File: src/rtl/shifter_iter.sv
// shifter_iter: iterative shifter that moves up to three bit positions per cycle
module shifter_iter #(
    parameter int WIDTH   = 8,
    parameter int SHAMT_W = $clog2(WIDTH)
) (
    input  logic               clk,
    input  logic               reset_n,
    input  logic               start,
    input  logic [1:0]         op,
    input  logic [SHAMT_W-1:0] shamt,
    input  logic [WIDTH-1:0]   din,
    output logic               busy,
    output logic               done,
    output logic [WIDTH-1:0]   dout
);

    typedef enum logic [1:0] {IDLE, BUSY, DONE} state_t;

    state_t             state, state_nxt;
    logic [1:0]         op_q;
    logic [SHAMT_W-1:0] rem;
    logic [1:0]         step;
    logic [WIDTH-1:0]   cand [4];
    logic [WIDTH-1:0]   shifted;
    logic               accept;

    assign accept  = start && state != BUSY;
    assign step    = (rem > SHAMT_W'(3)) ? 2'd3 : rem[1:0];
    assign busy    = state == BUSY;
    assign done    = state == DONE;

    // Candidate results for distances 0..3; ASR keeps replicating the MSB,
    // which never changes during an ASR sequence, so it is the original sign.
    always_comb begin
        for (int k = 0; k < 4; k++) begin
            case (op_q)
                2'b00:   cand[k] = dout << k;
                2'b01:   cand[k] = dout >> k;
                2'b10:   cand[k] = $signed(dout) >>> k;
                default: cand[k] = (dout >> k) | (dout << (WIDTH - k));
            endcase
        end
    end

    for (genvar i = 0; i < WIDTH; i++) begin : g_bit
        assign shifted[i] = cand[step][i];
    end

    // State register
    always_ff @(posedge clk or negedge reset_n) begin
        if (!reset_n) state <= IDLE;
        else          state <= state_nxt;
    end

    // Next state: finish in the cycle the remaining distance is consumed
    always_comb begin
        state_nxt = state;
        case (state)
            IDLE:    state_nxt = start ? BUSY : IDLE;
            BUSY:    state_nxt = (rem == SHAMT_W'(step)) ? DONE : BUSY;
            DONE:    state_nxt = start ? BUSY : IDLE;
            default: state_nxt = IDLE;
        endcase
    end

    // Datapath: load on an accepted start, step the shift while busy, hold otherwise
    always_ff @(posedge clk or negedge reset_n) begin
        if (!reset_n) begin
            op_q <= 2'b00;
            rem  <= '0;
            dout <= '0;
        end else if (accept) begin
            op_q <= op;
            rem  <= shamt;
            dout <= din;
        end else if (state == BUSY) begin
            rem  <= rem - SHAMT_W'(step);
            dout <= shifted;
        end
    end

endmodule

File: config.mk
export PLATFORM = sky130hd
export DESIGN_NAME = shifter_iter
export DESIGN_NICKNAME = d
export VERILOG_FILES = /design/src/rtl/shifter_iter.sv
export SDC_FILE = /design/constraint.sdc
export NUM_CORES = 1
export LEC_CHECK = 0
export CORE_ASPECT_RATIO = 0.7
export CORE_UTILIZATION = 56
export CTS_BUF_LIST = sky130_fd_sc_hd__clkbuf_4
export DETAILED_ROUTE_END_ITERATION = 12
export PLACE_DENSITY_LB_ADDON = 0.05
export SYNTH_ARGS = -nofsm -noshare
export SYNTH_HDL_FRONTEND = slang
export SYNTH_SLANG_ARGS = --single-unit
export TNS_END_PERCENT = 100
File: constraint.sdc
create_clock -name clk -period 2.7 [get_ports clk]
set_input_delay 0.54 -clock clk [delete_from_list [all_inputs] [get_ports clk]]
set_output_delay 0.54 -clock clk [all_outputs]
set_load 0.005 [all_outputs]
Word level (Yosys, flattened, before mapping)
Cells that the tools add are included.
{ "totals": {"regBits": 15, "in_bits": 16} }
{ "op_classes": {"n_addsub": 1, "order_cmp": 2, "eq_ne": 6, "muxes": 14, "n_bitwise": 4, "reduce_logical": 5} }
{ "op_table": {"columns": ["cell", "n"], "rows": [
  ["$pmux W8 S3", 3],
  ["$mux W8", 4],
  ["$bmux W8 S2", 1],
  ["$or A5 B8 Y8", 1],
  ["$or A6 B8 Y8", 1],
  ["$or A7 B8 Y8", 1],
  ["$mux W3", 2],
  ["$eq A2 B1 Y1 const B", 2],
  ["$eq A2 B2 Y1 const B", 2],
  ["$logic_not A2 Y1", 2],
  ["$mux W2", 2],
  ["$pmux W2 S2", 1],
  ["$eq A3 B2 Y1", 1],
  ["$ge A3 B3 Y1 const B", 1],
  ["$gt A3 B2 Y1 const B", 1],
  ["$not A2 Y3", 1],
  ["$sub A3 B2 Y3", 1],
  ["$ne A2 B1 Y1 const B", 1],
  ["$reduce_bool A2 Y1", 1],
  ["$reduce_or A2 Y1", 1],
  ["$logic_and A1 B1 Y1", 1],
  ["$mux W1", 1]
]} }

Logic depth before layout (Yosys ltp)
Gate-level depths: netlist of the first run.
{ "logic_depth": {"depth_word": 8, "ltp_mapped": 6, "mapped_depth_nobuf": 5} }

Worst setup path before layout of the first run
Ideal clock, no wire load.
{ "synth_timing": {"path_type": "register to register", "start": "register op_q[1]", "end": "register dout[3]", "arrival_time_ps": 1589, "path_slack_ps": 985, "path_stages_with_launch": 6, "n_path_buf": 1, "period_less_slack_ps": 1715, "path_cell_list": "dfrtp_1 buf_2 nor2_2 mux4_2 a211oi_1 o21ai_1"} }
{ "synth_between": {"elab_chain_len": 7, "elab_cells_between_ends": 11, "cone_classes": "eq/ne (2); mux (8); reduce/logical (1)"} }
{ "synth_lines": {"columns": ["element", "line", "rtl"], "rows": [
  ["start, declared", "20", "logic [1:0] op_q;"],
  ["start signal, assigned", "73", "op_q <= op;"],
  ["$eq A2 B2 Y1 (tied with other cells)", "36", "case (op_q)"],
  ["$pmux W8 S3", "36", null],
  ["$bmux W8 S2 (*)", "46", "assign shifted[i] = cand[step][i];"],
  ["$mux W8 (implied by the code) (*)", "46", null],
  ["$mux W8 (*)", null, null],
  ["$mux W8 (*)", "76", "end else if (state == BUSY) begin"],
  ["$mux W8 (*)", "72", "end else if (accept) begin"],
  ["end signal, assigned", "75", "dout <= din;"],
  ["end signal, assigned", "78", "dout <= shifted;"],
  ["end, declared", "14", "output logic [WIDTH-1:0] dout"]
]} }
Mark *: on every way between the ends. The rest lies on a longest branch, timed or not. The select of a mux whose other input is x is not followed.
A chain may end at the register's enable or synchronous reset.

Worst setup path in the final report of the first run
{ "layout_timing": {"start": "register state[1]", "end": "output port busy"} }
{ "layout_between": {"elab_chain_len": 1} }
{ "layout_lines": {"columns": ["element", "line", "rtl"], "rows": [
  ["start, declared", "19", "state_t state, state_nxt;"],
  ["start signal, assigned", "52", "else state <= state_nxt;"],
  ["$eq A2 B1 Y1", "29", "assign busy = state == BUSY;"],
  ["end, declared", "12", "output logic busy,"]
]} }
Every way passes these cells.

==> run metrics, run 1 <==
status complete, no violations; crit start category register; total grt overflow 0; clock-pin slew on the worst setup and hold paths 90 ps; first drt pass iteration count 4; Avg Cell Area, Syn 8.66 um^2; EDFF count, synth 0; CP max-delay cell clkdlybuf4s50_1; VDD IR-drop max 850 uV; Pint just under 0.001 W; Synth top area share about a third; sequential standard cell area 375 um^2; post-synth top area cell dfrtp_1; Post-DRT Antenna Nets 0; Lkg Pwr 0.559 nW; RD Place Congestion 0.930; PD cells ~1300 mW/mm^2; sw frac between 40 and 50%; largest net degree at the start of global routing 19; post-CTS setup buffers 0; RSZ-0062 raised after global routing false; CTS Buf Count 3; chip width 56.2 um; top fanout value on the critical path 9; post-synth cell types 47; vias per cell 6.60; Setup crit end kind output port; cells along the critical path nand2b_1, inv_2, clkdlybuf4s50_1; Max Clk Rate roughly 440 MHz; H-Tree Level Count 1; Post-Syn Area 0.00115 mm^2; root buffer cell clkbuf_4; hold buffer count at CTS 0; flops & latches, synth 15; TritonCTS clock tree done; Synthesis Warnings 0; Synth top cells by count o21ai_0 (18), dfrtp_1 (15), nand2_1 (14); min cycle time layout 2290 ps; Finished Layout Cells 176; Synth async-reset ratio between 90% and 100%; worst skew pair latency 290 ps; CTS max path bufs 2; number of global-route vias before repair 1,028; placed insts ~170; Clock Power Share roughly 7.6%; initial antenna violation count 0; synth top area cells dfrtp_1 (33%), o21ai_0 (7.8%), a21oi_1 (4.8%); Diodes inserted 0; drt drc 0; prevailing post-synth register cell dfrtp_1; register area share after synthesis about 33%; Layout area overhead 23.3%; worst r2r src op_q[1]; Sink Count 15; crit path kind reg -> out; Critical Path Start state[1]; DIE HEIGHT between 30 and 40 um; Finished Core Util 74.7%; I/O pin cnt 26; sw power 0.000876 W; count of input and output buffers 25; combinational share of power 60.2%; CTS-repair resized insts 0; worst slew pin tran 702 ps; vias roughly 1,200; layout cells sized above 1 between 10% and 20%; Post-Synthesis Cells ~130; most common cell in the netlist o21ai_0; Crit path required time 2160 ps; sequential power share between 30% and 40%; final max-slew violation count 0; first-pass GRT wire length 5.04 mm; Hold Path Class reg -> reg; Final period util 84.7%; row cnt 13; Final Hold Fails 0; Placeable Area 0.00190 mm^2; CP arrival approximately 1800 ps; critical path's largest stage delay 540 ps; DR iter-0 viols 86; headroom to the max-slew limit 53.1%; die area 0.00225 mm^2; routed length per instance approximately 17 um; Final TNS setup 0 ps; Worst Skew 1.45 ps; starting density of the core between 60% and 70%; Final nets about 170; overall routing resource usage 30.7%; # fillers 154; syn nets 151; Multi-input gate area 727 um^2; min-delay src state[0]; Final Setup Violations 0; max cap viols 0; hpwl dp 2.19 mm; routed wire length between 3 and 4 mm
-- power groups by stage --
stage	combinational [W]	sequential, W	clock, W
final	0.00112	0.000600	0.000141
after global routing	0.00123	0.000635	0.000152
after CTS	0.00112	0.000591	0.000144
after detailed placement	0.00111	0.000595	0
after global placement	0.00107	0.000585	0
after floorplan	0.000872	0.000456	0
-- layer usage --
| metal | global-route usage [%] | part of all wire [%] | vias up |
|---|---|---|---|
| li1 | - | - | 549 |
| met1 | 42.1 | 44 | 538 |
| met2 | 48.8 | 44 | 68 |
| met3 | 7.42 | 11 | 7 |
| met4 | 11.0 | 1.4 | 0 |
| met5 | 0 | 0 | - |
-- through the flow --
step                cell area (um^2)  total power (W)  setup WS (ps)  hold WS [ps]
finish                          1420          0.00186            413           580
global route                    1420          0.00202            324           600
CTS                             1420          0.00185            426           575
detailed placement              1390          0.00170            362           555
global placement                1390          0.00165            500           531
floorplan                       1150          0.00133            985           244
-- final timing paths --
path	slack [ps]	endpoint	cells past startpoint
worst min register to register	580	state[0]	1
max in group asynchronous	1590	dout[6]	1
worst min-delay path	580	state[0]	1
worst max register to register	650	dout[3]	4
min in group asynchronous	670	dout[4]	1
worst max-delay path	410	busy	3
-- cell type report --
cell class	count	share of cell area, %
Clock buffer	4	2.11
Timing Repair Buffer	25	17.6
Multi-Input combinational cell	107	51.1
Tap cell	22	1.94
Inverter	3	0.792
Sequential cell	15	26.4
-- logic make-up (layout without fill, tap and decap cells) --
group	count (synthesis)	after routing	synth area share, %
multiplexers	6	6	7.82
AND/OR/NAND/NOR	46	46	23.3
AO/OA/AOI/OAI	53	53	29.8
flip-flops	15	15	32.6
adder cells (fa/ha/maj)	2	2	2.17
buffers and inverters	11	32	4.34
-- state kept, by name, summed over array words and instances (netlist names) --
name   count
dout       8
op_q       2
rem        3
state      2
-- layout by cell type (no fill, tap or decap), types with 2 or more instances in the layout --
cell type / n
nor2_1: 3
o21ai_0: 18
nor2_2: 3
o22ai_1: 5
a211oi_1: 2
clkbuf_4: 4
nand3_1: 2
nor3_1: 2
a21oi_1: 11
nor2b_1: 3
ha_1: 2
or3b_2: 5
a211o_1: 2
and2_1: 3
or3b_1: 2
nand2_1: 14
mux2i_1: 3
inv_1: 2
nand2b_1: 2
dfrtp_1: 15
clkdlybuf4s50_1: 25
-- worst max-delay path: cells and delay by family (launching register included) --
| kind | cells | cell delay, ps |
|---|---|---|
| simple gates | 1 | 280 |
| buf+inv | 2 | 780 |
| flops | 1 | 400 |
Note: power is estimated with default switching activity, not from simulation.
==> inputs of run 2 (changes only) <==
CORE_UTILIZATION = 47   (was 56)
clock period = 2 ns   (was 2.7 ns; I/O delays follow)
==> run 2 against run 1 <==
- critical path depth unchanged
- largest cell class unchanged
- global-route usage down 1.9 points
- power up 44%
- clock-buffer cell count down 1
- routed wire length up 8.2%
- cell count up 11%
- combinational power up 56%
- largest power group unchanged
- die area up 18%
==> run metrics, run 2 (synthesized netlist as in run 1, its figures left out) <==
H-Tree Level Count 1 (unchanged); total grt overflow 0 (unchanged); routed wire length 3.30 mm (+8.2%); Sink Count 15 (unchanged); Final Cell Area 0.00151 mm^2 (+6.5%); RD Place Congestion 0.902 (-3.0%); Final period util 94.8%; CP arrival 1500 ps (-250 ps); Diodes inserted 0 (unchanged); Setup crit end kind output port; Finished Layout Cells 196 (+11%); DR iter-0 viols 110 (+28%); Final Hold Fails 0 (unchanged); crit start category register; # fillers 196 (+27%); TritonCTS clock tree done; clock-pin slew on the worst setup and hold paths 110 ps (+20 ps); cells along the critical path nand2b_4, inv_2, clkdlybuf4s50_1; Max Clk Rate 528 MHz; Final Setup Violations 0 (unchanged); min cycle time layout 1900 ps; RSZ-0062 raised after global routing false; worst slew pin tran 683 ps (-18.7 ps); root buffer cell clkbuf_4; VDD IR-drop max 1120 uV (+32%); PD cells 1780 mW/mm^2 (+35%); Crit path buffers/inverters 2 (unchanged); Worst Skew 12.4 ps (+10.9 ps); first drt pass iteration count 4 (unchanged); sw power 0.00125 W (+43%); Lkg Pwr 0.610 nW (+9.1%); placed insts 192 (+12%); Final TNS setup 0 ps (unchanged); Hold Path Class in -> async; FF-to-FF setup slack 230 ps (-420 ps); max cap viols 0 (unchanged); hold slack 387 ps (-193 ps); worst skew pair latency 310 ps (+20 ps); register with the most flip-flops dout; largest net degree at the start of global routing 16 (-3); reg2reg path depth 4 (unchanged); max reg flops 8 (unchanged); commonest non-fill, non-tap cell in the layout clkdlybuf4s50_1; CTS max path bufs 2 (unchanged); CTS Buf Count 3 (unchanged); Clock Power Share 7.1% (-0.5 points); worst r2r src state[0]; status complete, no violations; Placed Instance Area 0.00148 mm^2 (+6.3%); routed length per instance 16.8 um (-2.8%); Crit path required time 1600 ps (-560 ps); sw frac 46.5% (-0.47 points); Pint 0.00144 W (+46%); most frequent cells in the layout clkdlybuf4s50_1 (25), o21ai_0 (18), dfrtp_1 (15), nand2_1 (14), a21oi_1 (11); overall routing resource usage 28.8% (-1.9 points); row cnt 14 (+1); Top delay family on crit path buffers and inverters; count of input and output buffers 25 (unchanged); DIE HEIGHT 43.4 um (+8.7%); die area 0.00266 mm^2 (+18%); critical path's largest stage delay 500 ps (-40 ps); initial antenna violation count 0 (unchanged); vias 1,204 (+3.6%); sequential power share 27.9% (-4.3 points); top fanout value on the critical path 8 (-1); hpwl dp 2.42 mm (+10%); biggest regs dout x8, rem x3; I/O pin cnt 26 (unchanged); starting density of the core 51.8% (-8.8 points); crit path kind reg -> out; headroom to the max-slew limit 54.3% (+1.2 points); drt drc 0 (unchanged); CP max-delay cell clkdlybuf4s50_1; Placeable Area 0.00222 mm^2 (+17%); combinational share of power 65.0% (+4.8 points); RR Endpoint dout[1]; Post-DRT Antenna Nets 0 (unchanged); first-pass GRT wire length 5.54 mm (+9.9%); chip width 61.2 um (+8.8%); Final nets 183 (+5.8%); final max-slew violation count 0 (unchanged); vias per cell 6.14 (-7.0%); layout cells sized above 1 18.3% (+6.0 points); Layout area overhead 31.4%; number of global-route vias before repair 1,131 (+10%)
-- run 2: cell count changes in the layout (fill, tap and decap cells not counted), sizes merged --
cell / previous run / this run
buf: 0 / 10
clkbuf: 4 / 3
clkinv: 0 / 1
-- run 2: power groups by stage --
stage / clock network (W) / logic [W] / registers [W]
after floorplan: 0 / 0.00118 / 0.000615
after global placement: 0 / 0.00167 / 0.000729
after detailed placement: 0 / 0.00170 / 0.000734
after CTS: 0.000197 / 0.00171 / 0.000730
after global routing: 0.000202 / 0.00192 / 0.000774
final: 0.000192 / 0.00175 / 0.000751
-- run 2: timing repair --
action                                  CTS  global route
buffers inserted                          0             0
cloned                                    0             0
endpoints found under the setup margin    1             1
hold endpoints to repair                  0             0
resized for setup                         1             1
hold buffers                              0             0
-- run 2: worst max path at each step --
stage / cells after the start / from / to / slack [ps]
2_1_floorplan: 5 / op_q[1] / dout[3] / 290
3_3_place_gp: 5 / start / dout[2] / 150
3_5_place_dp: 5 / start / dout[1] / 60
4_1_cts: 3 / state[1] / busy / 20
5_1_grt: 3 / state[1] / busy / 60
6_report: 3 / state[1] / busy / 100
-- run 2: layout make-up --
type	instances	area (um^2)	share of cell area, %
multi-input cells	107	734	48.5
flip-flops and latches	15	375	24.8
well taps	32	40.0	2.64
clock buffers	3	22.5	1.49
clock inverters	1	5.00	0.331
repair buffers	35	325	21.5
inverters	3	11.3	0.744
-- run 2: metal layers --
layer / vias up / share of wire [%] / GRT usage [%]
met1: 553 / 45 / 44.6
li1: 569 / - / -
met5: - / 0 / 0
met2: 77 / 41 / 39.6
met3: 5 / 13 / 8.06
met4: 0 / 1.0 / 6.36
-- run 2: stage by stage --
| step | total power, W | worst slack (ps) | util, % |
|---|---|---|---|
| 2_1_floorplan | 0.00179 | 285 | - |
| 3_3_place_gp | 0.00240 | 147 | 66.5 |
| 3_5_place_dp | 0.00244 | 61.1 | 66.5 |
| 4_1_cts | 0.00264 | 21.8 | 67.8 |
| 5_1_grt | 0.00290 | 60.8 | 68.1 |
| 6_report | 0.00269 | 105 | 68.1 |
==> inputs of run 3 (changes only) <==
CTS_CLUSTER_SIZE = 12   (was unset)
MAX_ROUTING_LAYER = met4   (was unset)
==> run 3 against run 2 <==
- routed wire length grew 4.6%
- critical path type unchanged
- combinational power about the same
- global-route usage up 2.0 points
==> run metrics, run 3 (synthesized netlist as in run 1, its figures left out) <==
biggest regs dout x8, rem x3; Setup crit end kind output port; Final Hold Fails 0 (unchanged); register with the most flip-flops dout; Final WS setup 145 ps (+39.6 ps); Final TNS setup 0 ps (unchanged); CTS Buf Count 3 (unchanged); RR Endpoint dout[1]; worst r2r src rem[2]; die area 0.00266 mm^2 (unchanged); Sink Count 15 (unchanged); root buffer cell clkbuf_4; sequential power share 27.7% (-0.2 points); H-Tree Level Count 1 (unchanged); CP arrival 1460 ps (-40 ps); DR iter-0 viols 88 (-20%); RD Place Congestion 0.921 (+2.1%); critical path's largest stage delay 490 ps (about the same); Final nets 182 (-0.55%); DIE HEIGHT 43.4 um (unchanged); vias per cell 6.07 (-1.2%); layout cells sized above 1 18.4% (+0.11 points); Finished Layout Cells 195 (-0.51%); number of global-route vias before repair 1,132 (+0.088%); Worst Skew 4.90 ps (-7.48 ps); headroom to the max-slew limit 67.9% (+14 points); drt drc 0 (unchanged); Hold Path Class in -> async; Post-DRT Antenna Nets 0 (unchanged); Crit path required time 1600 ps (about the same); total grt overflow 0 (unchanged); FF-to-FF setup slack 210 ps (-20 ps); placed insts 191 (-0.52%); routed length per instance 17.7 um (+5.1%); routed wire length 3.45 mm (+4.6%); CP max-delay cell clkdlybuf4s50_1; Placeable Area 0.00222 mm^2 (unchanged); worst skew pair latency 300 ps (about the same); Final period util 92.8% (-2.0 points); commonest non-fill, non-tap cell in the layout clkdlybuf4s50_1; sw power 0.00125 W (+0.23%); Pint 0.00145 W (+1.1%); Layout area overhead 31.5% (about the same); Max Clk Rate 539 MHz (+2.1%); crit start category register; overall routing resource usage 30.8% (+2.0 points); crit path kind reg -> out; min cycle time layout 1860 ps (-39.6 ps); chip width 61.2 um (unchanged); vias 1,183 (-1.7%); TritonCTS clock tree done; first-pass GRT wire length 5.71 mm (+3.1%); Clock Power Share 7.5% (+0.4 points); row cnt 14 (unchanged); hpwl dp 2.52 mm (+4.4%); top fanout value on the critical path 8 (unchanged); status complete, no violations; PD cells 1790 mW/mm^2 (+0.61%); Final Setup Violations 0 (unchanged); starting density of the core 51.8% (unchanged); post-CTS setup buffers 0 (unchanged); VDD IR-drop max 1010 uV (-9.7%); dpl ws -34.0 ps (-95.1 ps); largest net degree at the start of global routing 17 (+1); first drt pass iteration count 4 (unchanged); combinational share of power 64.9% (about the same); max reg flops 8 (unchanged); Diodes inserted 0 (unchanged); reg2reg path depth 4 (unchanged); initial antenna violation count 0 (unchanged); final max-slew violation count 0 (unchanged); count of input and output buffers 25 (unchanged); RSZ-0062 raised after global routing false; I/O pin cnt 26 (unchanged); cells along the critical path nand2b_4, inv_2, clkdlybuf4s50_1; Lkg Pwr 0.606 nW (-0.63%); clock-pin slew on the worst setup and hold paths 100 ps (about the same); sw frac 46.3% (-0.22 points); max cap viols 0 (unchanged); worst slew pin tran 481 ps (-201 ps); most frequent cells in the layout clkdlybuf4s50_1 (25), o21ai_0 (18), dfrtp_1 (15), nand2_1 (14), a21oi_1 (11); CTS max path bufs 2 (unchanged)
## run 3: cell types whose count changed in the layout (fill, tap and decap cells not counted), sizes merged
cell / delta
clkbuf: +1
buf: -1
clkinv: -1
## run 3: cell type report
cell class	count	area (um^2)
Inverter	3	11.3
Fill cell	189	709
Sequential cell	15	375
Clock buffer	4	30.0
Multi-Input combinational cell	107	741
Tap cell	32	40.0
Timing Repair Buffer	34	318
## run 3: worst max path at each step
stage | startpoint | to | slack (ps) | depth (start not counted)
after floorplan | op_q[1] | dout[3] | 290 | 5
after global placement | start | dout[2] | 150 | 5
after detailed placement | start | dout[1] | -30 | 5
after CTS | state[1] | busy | 3 | 3
after global routing | state[1] | busy | 80 | 3
final | state[1] | busy | 140 | 3
## run 3: per-stage QoR
stage                     hold slack [ps]  util [%]  area (um^2)  power [W]
after floorplan                       104         -         1150    0.00179
after global routing                  451      68.1         1520    0.00292
after CTS                             420      67.5         1500    0.00264
after detailed placement              529      66.1         1470    0.00244
after global placement                520      66.1         1470    0.00240
final                                 406      68.1         1520    0.00271
## run 3: what timing repair did
item                                    CTS  global route
resized for setup                         0             3
hold buffers                              0             0
endpoints found under the hold margin     0             0
endpoints found under the setup margin    0             2
## run 3: power by group through the flow
stage          combinational (W)  sequential (W)  clock (W)
6_report                 0.00176        0.000749   0.000202
3_5_place_dp             0.00170        0.000735          0
3_3_place_gp             0.00167        0.000728          0
5_1_grt                  0.00193        0.000778   0.000216
2_1_floorplan            0.00118        0.000615          0
4_1_cts                  0.00171        0.000730   0.000201
## run 3: critical path, delay by kind of cell (launching register included)
family | cells | cell delay [ps]
buffers and inverters | 2 | 560
DFF | 1 | 410
and+or+nand+nor | 1 | 190
## run 3: routing by layer
layer,track usage (%),routed length (um)
met1,45.7,1550
met2,42.4,1490
met3,7.46,406
met4,6.36,10
met5,-,0
